[src/rtl/mandel_engine_pkg.sv]
// Shared constants, FSM encoding and helpers for the Mandelbrot frame engine.
package mandel_engine_pkg;

  localparam int ADDR_W = 19;
  localparam int DATA_W = 7;

  localparam int DEF_H_RES    = 640;
  localparam int DEF_V_RES    = 480;
  localparam int DEF_MAX_ITER = 127;
  localparam int DEF_WIDTH    = 18;
  localparam int DEF_FRAC     = 13;
  localparam int DEF_X_MIN    = -20480;
  localparam int DEF_Y_MAX    = 10800;
  localparam int DEF_STEP     = 45;

  typedef enum logic [2:0] {
    S_IDLE  = 3'd0,
    S_INIT  = 3'd1,
    S_ITER  = 3'd2,
    S_WRITE = 3'd3,
    S_DONE  = 3'd4
  } state_t;

  // |z|^2 threshold of 4.0 expressed in the 2*FRAC fractional scale of the squares.
  function automatic longint esc_limit(input int frac);
    return longint'(4) <<< (2 * frac);
  endfunction

endpackage

[src/rtl/mandel_engine_if.sv]
// BRAM write port driven by the engine toward the display stage's frame buffer.
interface mandel_engine_if;
  import mandel_engine_pkg::*;

  // Valid-only port: wea is the valid strobe and addr_w/dina are qualified by it in the
  // same cycle; there is no ready because the BRAM accepts a write every cycle.
  logic              wea;
  logic [ADDR_W-1:0] addr_w;
  logic [DATA_W-1:0] dina;

  modport master (output wea, addr_w, dina);
  modport slave  (input  wea, addr_w, dina);

endinterface

[src/rtl/mandel_engine_iter.sv]
// One combinational Mandelbrot iteration: z' = z^2 + c plus the |z|^2 > 4 escape test.
module mandel_engine_iter
  import mandel_engine_pkg::*;
#(
  parameter int WIDTH = DEF_WIDTH,
  parameter int FRAC  = DEF_FRAC
) (
  input  logic signed [WIDTH-1:0] zr,
  input  logic signed [WIDTH-1:0] zi,
  input  logic signed [WIDTH-1:0] c_re,
  input  logic signed [WIDTH-1:0] c_im,
  output logic signed [WIDTH-1:0] zr_next,
  output logic signed [WIDTH-1:0] zi_next,
  output logic                    escape
);

  localparam int PW = 2 * WIDTH;
  localparam logic signed [PW:0] ESC_LIMIT = (PW+1)'(esc_limit(FRAC));

  logic signed [PW-1:0] rr;
  logic signed [PW-1:0] ii;
  logic signed [PW-1:0] ri;
  logic signed [PW:0]   mag;
  logic signed [PW:0]   diff;
  logic signed [PW:0]   dbl;

  assign rr   = PW'(zr) * PW'(zr);
  assign ii   = PW'(zi) * PW'(zi);
  assign ri   = PW'(zr) * PW'(zi);
  assign mag  = (PW+1)'(rr) + (PW+1)'(ii);
  assign diff = (PW+1)'(rr) - (PW+1)'(ii);
  assign dbl  = $signed({ri, 1'b0});

  assign escape = (mag > ESC_LIMIT);

  // Results stay within +/-16 while |z| <= 2, so truncating to WIDTH is lossless.
  assign zr_next = WIDTH'(diff >>> FRAC) + c_re;
  assign zi_next = WIDTH'(dbl >>> FRAC) + c_im;

endmodule

[src/rtl/mandel_engine.sv]
// Raster-scans a frame, iterates each pixel to escape, and writes escape counts into the display BRAM.
module mandel_engine
  import mandel_engine_pkg::*;
#(
  parameter int H_RES    = DEF_H_RES,
  parameter int V_RES    = DEF_V_RES,
  parameter int MAX_ITER = DEF_MAX_ITER,
  parameter int WIDTH    = DEF_WIDTH,
  parameter int FRAC     = DEF_FRAC,
  parameter int X_MIN    = DEF_X_MIN,
  parameter int Y_MAX    = DEF_Y_MAX,
  parameter int STEP     = DEF_STEP
) (
  input  logic             CLK_100MHz,
  input  logic             reset_n,
  input  logic             start,
  mandel_engine_if.master  bram,
  output logic             read_enable,
  output logic             busy,
  output state_t           state_dbg
);

  localparam int XW = (H_RES > 1) ? $clog2(H_RES) : 1;
  localparam int YW = (V_RES > 1) ? $clog2(V_RES) : 1;
  localparam logic [XW-1:0]            X_LAST  = XW'(H_RES - 1);
  localparam logic [YW-1:0]            Y_LAST  = YW'(V_RES - 1);
  localparam logic [DATA_W-1:0]        N_MAX   = DATA_W'(MAX_ITER);
  localparam logic signed [WIDTH-1:0]  X_MIN_W = WIDTH'(X_MIN);
  localparam logic signed [WIDTH-1:0]  Y_MAX_W = WIDTH'(Y_MAX);
  localparam logic signed [WIDTH-1:0]  STEP_W  = WIDTH'(STEP);

  state_t state;
  state_t state_next;

  logic [XW-1:0]            x;
  logic [YW-1:0]            y;
  logic [ADDR_W-1:0]        addr;
  logic [DATA_W-1:0]        n;
  logic signed [WIDTH-1:0]  zr;
  logic signed [WIDTH-1:0]  zi;
  logic signed [WIDTH-1:0]  c_re;
  logic signed [WIDTH-1:0]  c_im;
  logic signed [WIDTH-1:0]  zr_next;
  logic signed [WIDTH-1:0]  zi_next;
  logic                     escape;
  logic                     frame_start;
  logic                     iter_stop;
  logic                     last_pix;

  mandel_engine_iter #(
    .WIDTH (WIDTH),
    .FRAC  (FRAC)
  ) u_iter (
    .zr      (zr),
    .zi      (zi),
    .c_re    (c_re),
    .c_im    (c_im),
    .zr_next (zr_next),
    .zi_next (zi_next),
    .escape  (escape)
  );

  assign frame_start = start && ((state == S_IDLE) || (state == S_DONE));
  assign iter_stop   = escape || (n == N_MAX);
  assign last_pix    = (x == X_LAST) && (y == Y_LAST);

  always_ff @(posedge CLK_100MHz or negedge reset_n) begin
    if (!reset_n) state <= S_IDLE;
    else          state <= state_next;
  end

  always_comb begin
    state_next = state;
    case (state)
      S_IDLE:  if (start) state_next = S_INIT;
      S_INIT:  state_next = S_ITER;
      S_ITER:  if (iter_stop) state_next = S_WRITE;
      S_WRITE: state_next = last_pix ? S_DONE : S_INIT;
      S_DONE:  if (start) state_next = S_INIT;
      default: state_next = S_IDLE;
    endcase
  end

  always_ff @(posedge CLK_100MHz or negedge reset_n) begin
    if (!reset_n) begin
      x    <= '0;
      y    <= '0;
      addr <= '0;
      n    <= '0;
      zr   <= '0;
      zi   <= '0;
      c_re <= X_MIN_W;
      c_im <= Y_MAX_W;
    end else begin
      if (frame_start) begin
        x    <= '0;
        y    <= '0;
        addr <= '0;
        c_re <= X_MIN_W;
        c_im <= Y_MAX_W;
      end
      case (state)
        S_INIT: begin
          zr <= '0;
          zi <= '0;
          n  <= '0;
        end
        S_ITER: begin
          // On escape z is frozen so n stays the count that gets written.
          if (!iter_stop) begin
            zr <= zr_next;
            zi <= zi_next;
            n  <= n + 1'b1;
          end
        end
        S_WRITE: begin
          if (!last_pix) begin
            addr <= addr + 1'b1;
            if (x == X_LAST) begin
              x    <= '0;
              y    <= y + 1'b1;
              c_re <= X_MIN_W;
              c_im <= c_im - STEP_W;
            end else begin
              x    <= x + 1'b1;
              c_re <= c_re + STEP_W;
            end
          end
        end
        default: ;
      endcase
    end
  end

  assign bram.wea    = (state == S_WRITE);
  assign bram.addr_w = addr;
  assign bram.dina   = n;
  assign busy        = (state == S_INIT) || (state == S_ITER) || (state == S_WRITE);
  assign read_enable = (state == S_DONE);
  assign state_dbg   = state;

endmodule
[src/flat_wrapper.sv]
// flat-port wrapper written by rule: the top's interface ports become plain ports
module mandel_engine_flat import mandel_engine_pkg::*;
#(
  parameter int H_RES    = DEF_H_RES,
  parameter int V_RES    = DEF_V_RES,
  parameter int MAX_ITER = DEF_MAX_ITER,
  parameter int WIDTH    = DEF_WIDTH,
  parameter int FRAC     = DEF_FRAC,
  parameter int X_MIN    = DEF_X_MIN,
  parameter int Y_MAX    = DEF_Y_MAX,
  parameter int STEP     = DEF_STEP
)
  (CLK_100MHz, reset_n, start, read_enable, busy, state_dbg, bram_wea, bram_addr_w, bram_dina);
  mandel_engine_if bram_i ();
  input  logic CLK_100MHz;
  input  logic reset_n;
  input  logic start;
  output logic read_enable;
  output logic busy;
  output state_t state_dbg;
  output wire logic [$bits(bram_i.wea)-1:0] bram_wea;
  output wire logic [$bits(bram_i.addr_w)-1:0] bram_addr_w;
  output wire logic [$bits(bram_i.dina)-1:0] bram_dina;
  assign bram_wea = bram_i.wea;
  assign bram_addr_w = bram_i.addr_w;
  assign bram_dina = bram_i.dina;
  mandel_engine #(.H_RES(H_RES), .V_RES(V_RES), .MAX_ITER(MAX_ITER), .WIDTH(WIDTH), .FRAC(FRAC), .X_MIN(X_MIN), .Y_MAX(Y_MAX), .STEP(STEP)) u_core (.CLK_100MHz(CLK_100MHz), .reset_n(reset_n), .start(start), .bram(bram_i), .read_enable(read_enable), .busy(busy), .state_dbg(state_dbg));
endmodule
[config.mk]
export PLATFORM = sky130hd
export DESIGN_NAME = mandel_engine_flat
export DESIGN_NICKNAME = d
export VERILOG_FILES = /design/src/rtl/mandel_engine_pkg.sv /design/src/rtl/mandel_engine_if.sv /design/src/rtl/mandel_engine_iter.sv /design/src/rtl/mandel_engine.sv /design/src/flat_wrapper.sv
export SDC_FILE = /design/constraint.sdc
export NUM_CORES = 2
export LEC_CHECK = 0
export ABC_CLOCK_PERIOD_IN_PS = 9100
export CORE_AREA = 2 2 376 378
export DETAILED_ROUTE_END_ITERATION = 16
export DIE_AREA = 0 0 378 380
export MAX_ROUTING_LAYER = met4
export PLACE_DENSITY = 0.41
export SETUP_SLACK_MARGIN = 0.5
export SLEW_MARGIN = 20
export SYNTH_ARGS = -nofsm -noshare
export SYNTH_HDL_FRONTEND = slang
export SYNTH_HIERARCHICAL = 1
export SYNTH_SLANG_ARGS = --single-unit
[constraint.sdc]
create_clock -name CLK_100MHz -period 9.1 [get_ports CLK_100MHz]
set_input_delay 2.73 -clock CLK_100MHz [delete_from_list [all_inputs] [get_ports CLK_100MHz]]
set_output_delay 2.73 -clock CLK_100MHz [all_outputs]
set_load 0.02 [all_outputs]
==> run summary <==
buffers and inverters on the worst path = 11
Max Root-Sink Buffers = 2
Fill cells = 14550
syn_nets = 5911
Core Util, Final = 36.04%
Data required, critical path = 9.47 ns
Core Area = 139200 sq um
met2 WL = 60.52 mm
CP startpoint kind = flip-flop
most frequent cells in the layout = inv_1, fa_1, buf_4
Main synth FF type = dfrtp_1
hold path depth = 1
number of synthesized flops with an enable pin = 0
DRC Markers = 0
post-route setup slack = -0.7858 ns
GR Util All Layers = 18.59%
I/O Buffers = 34
Post-synth ARST share = 100.0%
commonest non-fill, non-tap cell in the layout = inv_1
hpwl dp = 105.8 mm
CTS sink cnt = 120
Placement Cell Area = 49140 sq um
routed vias = 31870
MaxCap Viol Count = 0
first-pass GRT wire length = 200.7 mm
Setup TNS = -31.42 ns
placed cell count = 7047
Avg Synthesized Cell Area = 8.945 sq um
CP max FO = 13
Met3 Routed Length = 3.025 mm
vias in the first global route = 34850
row cnt = 137
Ports = 35
initial antenna violation count = 3
Worst-path clk slew = 0.08 ns
die area = 143600 sq um
CTS tree = built
clk_lat worst skew = 0.49 ns
clk_skew = 0.01599 ns
Slew Viols, Final = 0
Synth-to-Final Area Change = 20.64%
power consumption = 16.87 mW
Pre-antenna DRT Iters = 7
CP delay by family, top = adder cells
Hold Fails Final Rpt = 0
Tightest Pin Transition = 0.8688 ns
Routed Antenna Nets = 0
max incr delay on CP = 0.52 ns
fraction of layout instances using a drive strength above 1 = 16.41%
worst reg-to-reg path cell count = 41
Worst Hold Slack = 0.4969 ns
critical path endpoint category = flip-flop
WL per Instance = 17.50 um
critical path type = flip-flop to flip-flop
pre-CTS setup slack = -1.212 ns
iteration-0 DRC count of the detailed router = 1383
crit path DAT = 10.26 ns
post-synthesis sequential area ratio = 7.253%
distinct cell type count after synthesis = 92
max layer used = met4
Slew HR = 42.02%
CTS Buf Count = 17
Post-CTS Hold Fix Bufs = 0
failing checks = negative setup slack
YS warnings = 6
slowest CP cell = fa_1
initial core utilization = 29.87%
Peak VDD IR = 0.5336 mV
largest net degree at the start of global routing = 70
Final period util = 108.6%
Stages on worst setup path = 41
GR Overflow Total = 0
Die Y = 380 um
drt total wl = 124.3 mm
post-route cell area = 50160 sq um
routability cong. = 0.8614
status = complete, but fails checks
Leakage = 25.33 nW
Seq cells post-synth = 120
Hold Path Class = flip-flop to flip-flop
most frequent cell on the critical path = fa_1
setup violators final = 44
post-layout net count = 6473
clock root buffer = clkbuf_16
Synth Instances = 4648
Die Wd = 378 um
Peak Freq = 101.2 MHz
CTS HTree Levels = 4
RSZ-0062 raised after global routing = yes
final period demand of the worst path = 9.886 ns
Vias/cell = 4.487
PwrDens = 336.3 nW/um^2
Cell Area, Synth = 41570 sq um
met1 wire length = 58.65 mm
final non-filler cell total = 7101
==> cells by family after synthesis <==
family | synth area share, %
buf+inv | 12.03
fa+ha+maj | 53.65
simple gates | 13.48
compound gates | 8.445
xor+xnor | 4.340
flops | 7.253
mux | 0.8096
==> synthesized netlist by cell type, drive strengths merged, types with 21 or more instances <==
| cell type | instances | area (sq um) |
|---|---|---|
| dfrtp | 110 | 2753 |
| nand2 | 502 | 1884 |
| nor2 | 209 | 784.5 |
| and3 | 26 | 162.7 |
| fa | 871 | 17440 |
| xnor2 | 140 | 1226 |
| nand3 | 47 | 235.2 |
| clkbuf | 158 | 593.1 |
| and2 | 200 | 1251 |
| nor3 | 58 | 290.3 |
| buf | 21 | 116.4 |
| xor2 | 66 | 578.1 |
| a21o | 46 | 345.3 |
| a31oi | 31 | 193.9 |
| mux2i | 28 | 280.3 |
| nand2b | 28 | 175.2 |
| o21ai | 129 | 645.6 |
| a22o | 31 | 271.5 |
| a21oi | 124 | 624.4 |
| ha | 389 | 4867 |
| inv | 1137 | 4268 |
==> what timing repair did <==
| item | 4_1_cts | 5_1_grt |
|---|---|---|
| buffers inserted | 13 | 7 |
| resized for setup | 49 | 24 |
| pin swaps | 22 | 15 |
| gates cloned | 0 | 0 |
| setup endpoints to repair | 44 | 44 |
==> layer usage <==
metal,GRT usage [%],vias to the layer above
met3,1.686,68
li1,-,15270
met1,25.05,16200
met2,30.69,324
met4,3.350,0
met5,-,-
==> worst paths after layout <==
| kind | startpoint | endpoint | slack (ns) |
|---|---|---|---|
| setup reg to reg | u_core/zi[1]$_DFFE_PN0P_ | u_core/bram.dina[4]$_DFFE_PN0P_ | -0.79 |
| hold reg to reg | u_core/bram.addr_w[14]$_DFF_PN0_ | u_core/bram.addr_w[14]$_DFF_PN0_ | 0.50 |
| setup / recovery | u_core/zi[1]$_DFFE_PN0P_ | u_core/bram.dina[4]$_DFFE_PN0P_ | -0.79 |
| hold / removal | u_core/bram.addr_w[14]$_DFF_PN0_ | u_core/bram.addr_w[14]$_DFF_PN0_ | 0.50 |
| max in group asynchronous | reset_n | u_core/c_re[3]$_DFF_PN0_ | 5.53 |
| min in group asynchronous | reset_n | u_core/bram.addr_w[5]$_DFF_PN0_ | 2.28 |
==> state kept, by name (all words and copies together) (netlist names) <==
name and count:
u_core/bram.dina 7, u_core/zr 18, u_core/state_dbg 3, u_core/c_im 18
u_core/x 10, u_core/c_re 18, u_core/y 9, u_core/zi 18
u_core/bram.addr_w 19
==> where the power goes <==
group / switching, mW / internal, mW
Combinational: 8.21 / 7.17
Sequential: 0.149 / 0.630
Clock: 0.327 / 0.377
==> cell type report <==
type                       count  area [sq um]  share of cell area, %
tap                         1876          2347                  4.680
antenna                        2         5.005               0.009978
clock inverter                13         118.9                 0.2370
inverter                    1143          4293                  8.559
multi-input combinational   3206         34080                  67.94
timing repair buffer         722          5862                  11.69
sequential                   120          3022                  6.024
clock buffer                  19         432.9                 0.8631
(Power assumes the default switching activity.)
